==> config.mk <==
export PLATFORM = sky130hd
export DESIGN_NAME = median_window_loader
export DESIGN_NICKNAME = d
export VERILOG_FILES = /design/src/rtl/median_window_loader.sv
export SDC_FILE = /design/constraint.sdc
export NUM_CORES = 1
export LEC_CHECK = 0
export ABC_AREA = 1
export ABC_CLOCK_PERIOD_IN_PS = 4900
export BUFFER_PORTS_ARGS = -buffer_cell sky130_fd_sc_hd__buf_2
export CAP_MARGIN = 40
export CORE_MARGIN = 10
export CORE_UTILIZATION = 55
export CTS_CLUSTER_DIAMETER = 150
export DETAILED_ROUTE_END_ITERATION = 16
export PLACE_DENSITY = 0.92
export RECOVER_POWER = 50
export SYNTH_ARGS = -nofsm -noshare
export SYNTH_HDL_FRONTEND = slang
export SYNTH_SLANG_ARGS = --single-unit
==> constraint.sdc <==
create_clock -name clk -period 4.9 [get_ports clk]
set_clock_uncertainty 0.1 [all_clocks]
set_input_delay 0.49 -clock clk [delete_from_list [all_inputs] [get_ports clk]]
set_output_delay 0.49 -clock clk [all_outputs]
set_load 0.005 [all_outputs]
==> src/rtl/median_window_loader.sv <==
// median_window_loader: feeds 4x4 pixel neighbourhoods to the median sorting network.
// Reads 8-bit pixels from a synchronous image ROM in raster order. The first window of
// each row is loaded in full. Every later step fetches only the new rightmost column and
// slides the window left by one column.
//
// Ports:
//   clk, rst_n          clock, asynchronous active-low reset
//   start               frame start pulse, ignored while busy
//   busy                frame in progress
//   ird, iaddr, idata   ROM read enable / address / data (data arrives one cycle after ird)
//   win_valid/ready     window handshake to the sorter
//   win_data            sixteen 13-bit keys {pixel, slot}, slot k at bits [13k+12:13k]
//   win_x, win_y        anchor coordinate of the presented window
//   done                one-cycle pulse after the last window is accepted
module median_window_loader #(
    parameter int unsigned IMG_W = 128,
    parameter int unsigned IMG_H = 128,
    parameter int unsigned AW    = 14,
    localparam int unsigned XW   = $clog2(IMG_W),
    localparam int unsigned YW   = $clog2(IMG_H)
) (
    input  logic          clk,
    input  logic          rst_n,
    input  logic          start,
    output logic          busy,
    output logic          ird,
    output logic [AW-1:0] iaddr,
    input  logic [7:0]    idata,
    output logic          win_valid,
    input  logic          win_ready,
    output logic [207:0]  win_data,
    output logic [XW-1:0] win_x,
    output logic [YW-1:0] win_y,
    output logic          done
);

    typedef enum logic [2:0] {StIdle, StPrime, StEmit, StFetch, StShift, StDone} state_e;

    state_e        state_q, state_d;
    logic [XW-1:0] x_q, x_d;
    logic [YW-1:0] y_q, y_d;
    logic [4:0]    cnt_q, cnt_d;
    logic [AW-1:0] iaddr_q, iaddr_d;
    logic [7:0]    pix_q [16];
    logic [7:0]    pix_d [16];
    logic [7:0]    stg_q [4];
    logic [7:0]    stg_d [4];

    // Pending capture: the slot addressed last cycle is written when idata is valid.
    logic          cap_en_q, cap_en_d;
    logic          cap_rd_q, cap_rd_d;
    logic          cap_stg_q, cap_stg_d;
    logic [3:0]    cap_idx_q, cap_idx_d;

    logic          slot_act;
    logic          to_stg;
    logic [3:0]    slot_idx;
    int            rd_col;
    int            rd_row;
    logic          in_rng;
    logic [7:0]    cap_val;

    // Control: state, coordinates, slot counter and ROM request
    always_comb begin
        state_d   = state_q;
        x_d       = x_q;
        y_d       = y_q;
        cnt_d     = cnt_q;
        slot_act  = 1'b0;
        to_stg    = 1'b0;
        slot_idx  = '0;
        rd_col    = 0;
        rd_row    = 0;
        win_valid = 1'b0;
        done      = 1'b0;

        unique case (state_q)
            StIdle: begin
                if (start) begin
                    x_d     = '0;
                    y_d     = '0;
                    cnt_d   = '0;
                    state_d = StPrime;
                end
            end
            StPrime: begin
                // Column-major walk: cnt[3:2] is the column, cnt[1:0] the row; 16 is drain.
                if (cnt_q == 5'd16) begin
                    state_d = StEmit;
                end else begin
                    slot_act = 1'b1;
                    slot_idx = {cnt_q[1:0], cnt_q[3:2]};
                    rd_col   = int'(x_q) - 1 + int'(cnt_q[3:2]);
                    rd_row   = int'(y_q) - 1 + int'(cnt_q[1:0]);
                    cnt_d    = cnt_q + 5'd1;
                end
            end
            StEmit: begin
                win_valid = 1'b1;
                if (win_ready) begin
                    cnt_d = '0;
                    if (x_q == XW'(IMG_W - 1)) begin
                        if (y_q == YW'(IMG_H - 1)) begin
                            state_d = StDone;
                        end else begin
                            x_d     = '0;
                            y_d     = y_q + YW'(1);
                            state_d = StPrime;
                        end
                    end else begin
                        x_d     = x_q + XW'(1);
                        state_d = StFetch;
                    end
                end
            end
            StFetch: begin
                // x has already advanced, so the new right column is x+2.
                if (cnt_q == 5'd4) begin
                    state_d = StShift;
                end else begin
                    slot_act = 1'b1;
                    to_stg   = 1'b1;
                    slot_idx = {2'b00, cnt_q[1:0]};
                    rd_col   = int'(x_q) + 2;
                    rd_row   = int'(y_q) - 1 + int'(cnt_q[1:0]);
                    cnt_d    = cnt_q + 5'd1;
                end
            end
            StShift: begin
                state_d = StEmit;
            end
            StDone: begin
                done    = 1'b1;
                state_d = StIdle;
            end
            default: begin
                state_d = StIdle;
            end
        endcase

        in_rng  = (rd_col >= 0) && (rd_col < int'(IMG_W)) &&
                  (rd_row >= 0) && (rd_row < int'(IMG_H));
        ird     = slot_act && in_rng;
        iaddr_d = ird ? AW'(rd_row * int'(IMG_W) + rd_col) : iaddr_q;

        cap_en_d  = slot_act;
        cap_rd_d  = ird;
        cap_stg_d = to_stg;
        cap_idx_d = slot_idx;
    end

    assign iaddr = iaddr_d;
    assign busy  = (state_q != StIdle) && (state_q != StDone);
    assign win_x = x_q;
    assign win_y = y_q;

    // Datapath: window and staging column updates
    always_comb begin
        pix_d   = pix_q;
        stg_d   = stg_q;
        cap_val = 8'h00;

        // Out-of-image slots are written with zero, not with whatever idata carries.
        if (cap_en_q) begin
            cap_val = cap_rd_q ? idata : 8'h00;
            if (cap_stg_q) begin
                stg_d[cap_idx_q[1:0]] = cap_val;
            end else begin
                pix_d[cap_idx_q] = cap_val;
            end
        end

        if (state_q == StShift) begin
            for (int r = 0; r < 4; r++) begin
                for (int c = 0; c < 3; c++) begin
                    pix_d[4*r + c] = pix_q[4*r + c + 1];
                end
                pix_d[4*r + 3] = stg_q[r];
            end
        end
    end

    // Keys are built from slot position, so shifted pixels pick up their new slot index.
    always_comb begin
        win_data = '0;
        if (state_q == StEmit) begin
            for (int k = 0; k < 16; k++) begin
                win_data[13*k +: 13] = {pix_q[k], 5'(k)};
            end
        end
    end

    always_ff @(posedge clk or negedge rst_n) begin
        if (!rst_n) begin
            state_q   <= StIdle;
            x_q       <= '0;
            y_q       <= '0;
            cnt_q     <= '0;
            iaddr_q   <= '0;
            cap_en_q  <= 1'b0;
            cap_rd_q  <= 1'b0;
            cap_stg_q <= 1'b0;
            cap_idx_q <= '0;
            for (int i = 0; i < 16; i++) begin
                pix_q[i] <= '0;
            end
            for (int i = 0; i < 4; i++) begin
                stg_q[i] <= '0;
            end
        end else begin
            state_q   <= state_d;
            x_q       <= x_d;
            y_q       <= y_d;
            cnt_q     <= cnt_d;
            iaddr_q   <= iaddr_d;
            cap_en_q  <= cap_en_d;
            cap_rd_q  <= cap_rd_d;
            cap_stg_q <= cap_stg_d;
            cap_idx_q <= cap_idx_d;
            pix_q     <= pix_d;
            stg_q     <= stg_d;
        end
    end

endmodule
**Yosys cells after proc, flatten, opt, wreduce, memory -nomap -nowiden**

Cells that the tools add are included.

- Flip-flop bits (word level): 203
- Output and inout bits: 240
- Logic and storage cells: 134

- Add/sub/neg operators: 9
- Order comparisons: 8
- Equality and inequality tests: 20
- Muxes and demuxes: 48
- Bitwise gates (word level): 2
- Reduce and logical (&&, ||, !) cells: 18

Operator list:

| cell | count |
|---|---|
| $mux W128 | 3 |
| $mux W208 | 1 |
| $bwmux W128 | 1 |
| $pmux W32 S2 | 2 |
| $mux W32 | 3 |
| $ge A32 B1 Y1 const B | 2 |
| $lt A32 B9 Y1 const B | 2 |
| $mux W7 | 7 |
| $bwmux W32 | 1 |
| $demux W8 S4 | 1 |
| $mux W8 | 4 |
| $pmux W7 S2 | 2 |
| $mux W5 | 4 |
| $pmux W5 S4 | 1 |
| $add A8 B3 Y9 | 2 |
| $mux W3 | 6 |
| $demux W8 S2 | 1 |
| $ne A2 B2 Y1 const B | 8 |
| $sub A7 B1 Y8 const B | 2 |
| $pmux W3 S5 | 1 |
| $add A14 B14 Y14 | 1 |
| $add A7 B1 Y7 const B | 2 |
| $eq A7 B7 Y1 const B | 2 |
| $mux W14 | 1 |
| other kinds (28) | 45 |

**Logic depth before layout (Yosys ltp)**

- Depth in word-level cells: 10
- Gate-level depth with buffers: 28

**Worst setup path after synthesis**

OpenSTA, ideal clock, no wires.

- Path kind: register to output
- Start: register x_q[0], in the netlist win_x[0]
- End: output iaddr[13]
- Data arrival time: 3.353 ns
- Path slack: 0.957 ns
- Stages on the path, launching flop included: 29
- Path buffers: 0
- Path through: dfrtp_1 inv_1 ha_1 inv_1 ha_1 a21oi_1 nor2_2 nand2_1 nor2_2 nand3_1 nand2_1 o21bai_2 ha_1 inv_1 fa_1 nand3b_1 nand2_1 nand2_1 nand2_1 nand2_1 nand2_1 inv_1 nand2_1 nand2_1 nand2_1 nand2_1 inv_1 nand2_1 nand2_1

- Longest elaborated chain between the ends: 10

RTL lines:

| item | line | RTL |
|---|---|---|
| from (decl) | 40 | `logic [XW-1:0] x_q, x_d;` |
| from (signal assigned) | 196 | `x_q <= '0;` |
| from (signal assigned) | 212 | `x_q <= x_d;` |
| $sub A7 B1 Y8 | 93 | `rd_col = int'(x_q) - 1 + int'(cnt_q[3:2]);` |
| $add A8 B3 Y9 | 93 |  |
| $mux W32 | 88 | `if (cnt_q == 5'd16) begin` |
| $pmux W32 S2 * | 77 | `unique case (state_q)` |
| $ge A32 B1 Y1 / $lt A32 B9 Y1 (equally long branches) | 141 | `in_rng = (rd_col >= 0) && (rd_col < int'(IMG_W)) &&` |
| $logic_and A1 B1 Y1 (2 in a row) | 141 |  |
| $logic_and A1 B1 Y1 | 142 | `(rd_row >= 0) && (rd_row < int'(IMG_H));` |
| $logic_and A1 B1 Y1 | 143 | `ird = slot_act && in_rng;` |
| $mux W14 * | 144 | `iaddr_d = ird ? AW'(rd_row * int'(IMG_W) + rd_col) : iaddr_q;` |
| to (decl) | 27 | `output logic [AW-1:0] iaddr,` |

Every way passes the cells marked *; elsewhere a longest branch is shown, timed or not.

**Worst setup path after layout**

- Start: register x_q[1], in the netlist win_x[1]
- End: output iaddr[13]

Same word-level chain as after synthesis.

==> out/metrics.yaml <==
place.detailed.hpwl_mm: 22.4
start_util_pct: 55.8
cts_root_buffer: "clkbuf_16"
hold_class: "input port to flop"
cts_tree: "yes"
grt_pass1_vias: 9904
fmaxAchievable_mhz: 222
worst_path_most_repeated_cell: "nand2_1"
final_max_slew_viol_count: 176
p_leak_nw: 6.67
drc: 0
antenna_found_initial: 0
synth_seq_cells: 203
post_drt_wl_per_cell_um: 17.3
cp.arrival_ps: 3920
fillers: 1626
portBuffers: 203
yosysWarnings: 0
slowest_delay_ps: 390
fp.coreArea_sq_mm: 0.0202
die_y_um: 163
fin_crit_ps: 4510
drtPass1Iterations: 6
multi_input_area_sq_mm: 0.00475
min_period_over_period_pct: 92.1
setup_viol: 0
grt_usage_pct: 22.9
htreeDepth: 1
die_w_um: 163
gr-total-overflow: 0
worstSetupPathType: "flop to primary output"
cts_buffer_depth: 3
ff_latch_area_sq_mm: 0.00508
synth_cell_types: 43
gp_congestion: 0.914
synth.avg_cell_area_sq_um: 8.03
synthArstFlopShare_pct: 100
die_area_sq_mm: 0.0267
rsz0062_at_grt: "no"
layout_common_cells: "nand2_1, dfrtp_1, inv_1, buf_2, nor2_1"
crit_fanout: 4
grt_first_pass_wirelength_mm: 50.6
rows: 52
clock_latency_ps: 500
finalSetupTns_ps: 0
ys_seq_area_share_pct: 45.0
ant_nets: 0
synthesis.area_sq_mm: 0.0113
slowest_stage: "fa_2"
mostFrequentLayoutCell: "nand2_1"
synth_edf_count: 0
wl_mm: 31.9
cts_buffers: 22
path_clk_slew_ps: 60
maxSlewHeadroom_pct: -48.6
nets: 1590
syn_inst: 1408
worst_slew_pin_slew_ps: 2230
ir_drop_uv: 649
routed_via_density: 5.58
grt_max_degree: 112
cts.sinks: 203
p_total_mw: 8.50
status: "complete, but fails checks"
first_iter_violations: 1354
drv_cap: 2
synthToLayoutAreaGrowth_pct: 13.7
power_density_mw_per_mm2: 661
synth_ff_type: "dfrtp_1"
finalHoldViolCount: 0
end_kind: "primary output"
num_antenna_cells: 0
vias: 10300
drive_gt1_share_pct: 19.0
io-pin-count: 252
violations: "capacitance limit, slew limit"
required_ps: 4310
cp-start-kind: "flop"
## worst max-delay path: cells and delay by family, from the launching register on
kind / cells / cell delay, ps
AO/OA/AOI/OAI: 2 / 330
adder cells (fa/ha/maj): 4 / 1140
buffers and inverters: 6 / 380
flip-flops: 1 / 370
AND/OR/NAND/NOR: 17 / 1180
## power breakdown
group	switching (mW)	internal, mW
clock network	0.685	1.02
logic	2.57	1.40
registers	0.405	2.41
## routing by layer
metal	GRT usage [%]	routed length [um]	share of wire, %
met5	0	0	0
met4	8.28	1090	3.4
met3	5.97	3420	11
met2	37.4	15100	47
met1	28.8	12200	38
## Yosys cell counts, drive strengths merged, types with 5 or more instances
cell    count  area share (%)
buf        99             6.4
dfrtp     203              45
clkbuf     48             1.6
a21oi      25             1.1
xor2        8            0.62
nor3       15            0.95
nand2     263             9.0
xnor2       5            0.45
nand3      40             1.9
ha         19             2.1
nand4      17            0.94
o211ai     20             1.3
nor2      195             7.2
inv       197             6.6
o221ai     32             2.5
o21ai     127             5.9
a22oi      76             5.0
## registers in the layout, indices dropped and copies added (netlist names), 3 cells and up
name and count:
state_q 3, cap_idx_q 4, cnt_q 5, pix_q 128, stg_q 32, win_y 7
iaddr_q 14, win_x 7
## kinds of logic after synthesis
family,Yosys count,synth area share (%)
simple gates,537,20.4
flops,203,45.0
compound gates,286,16.3
fa+ha+maj,22,2.64
other cells,1,0.0332
buf+inv,346,14.6
xor+xnor,13,1.07
## area by class of cell
type | instances | area share, %
Clock buffer | 36 | 5.40
Clock inverter | 4 | 0.468
Inverter | 199 | 5.88
Multi-Input combinational cell | 906 | 37.0
Sequential cell | 203 | 39.6
Tap cell | 270 | 2.63
Timing Repair Buffer | 224 | 9.11
## through the flow
stage	hold WS (ps)	utilization [%]	setup slack, ps	instance area, sq um	std cells
after floorplan	94.4	-	957	11500	1455
after global placement	354	59.5	609	12000	1793
after detailed placement	356	59.8	486	12100	1796
after CTS	301	63.6	14.0	12900	1838
after global routing	345	63.5	32.6	12800	1842
final	330	63.5	388	12800	1842
## worst paths after layout
check / slack [ps] / startpoint / to / depth (start not counted)
setup / recovery: 390 / win_x[1] / iaddr[13] / 29
min in group asynchronous: 1060 / rst_n / pix_q[126] / 2
hold / removal: 330 / idata[7] / stg_q[7] / 3
hold reg to reg: 370 / iaddr_q[11] / iaddr_q[11] / 2
max in group asynchronous: 910 / rst_n / win_x[2] / 3
setup reg to reg: 600 / state_q[0] / pix_q[91] / 9
## repair_timing
item / in CTS / in global routing
buffers inserted: 1 / 3
hold endpoints to repair: 88 / 0
pin swaps: 0 / 1
resized for setup: 1 / 10
hold buffers: 1 / 0
endpoints found under the setup margin: 1 / 1
Power figures use the tool's default switching activity.
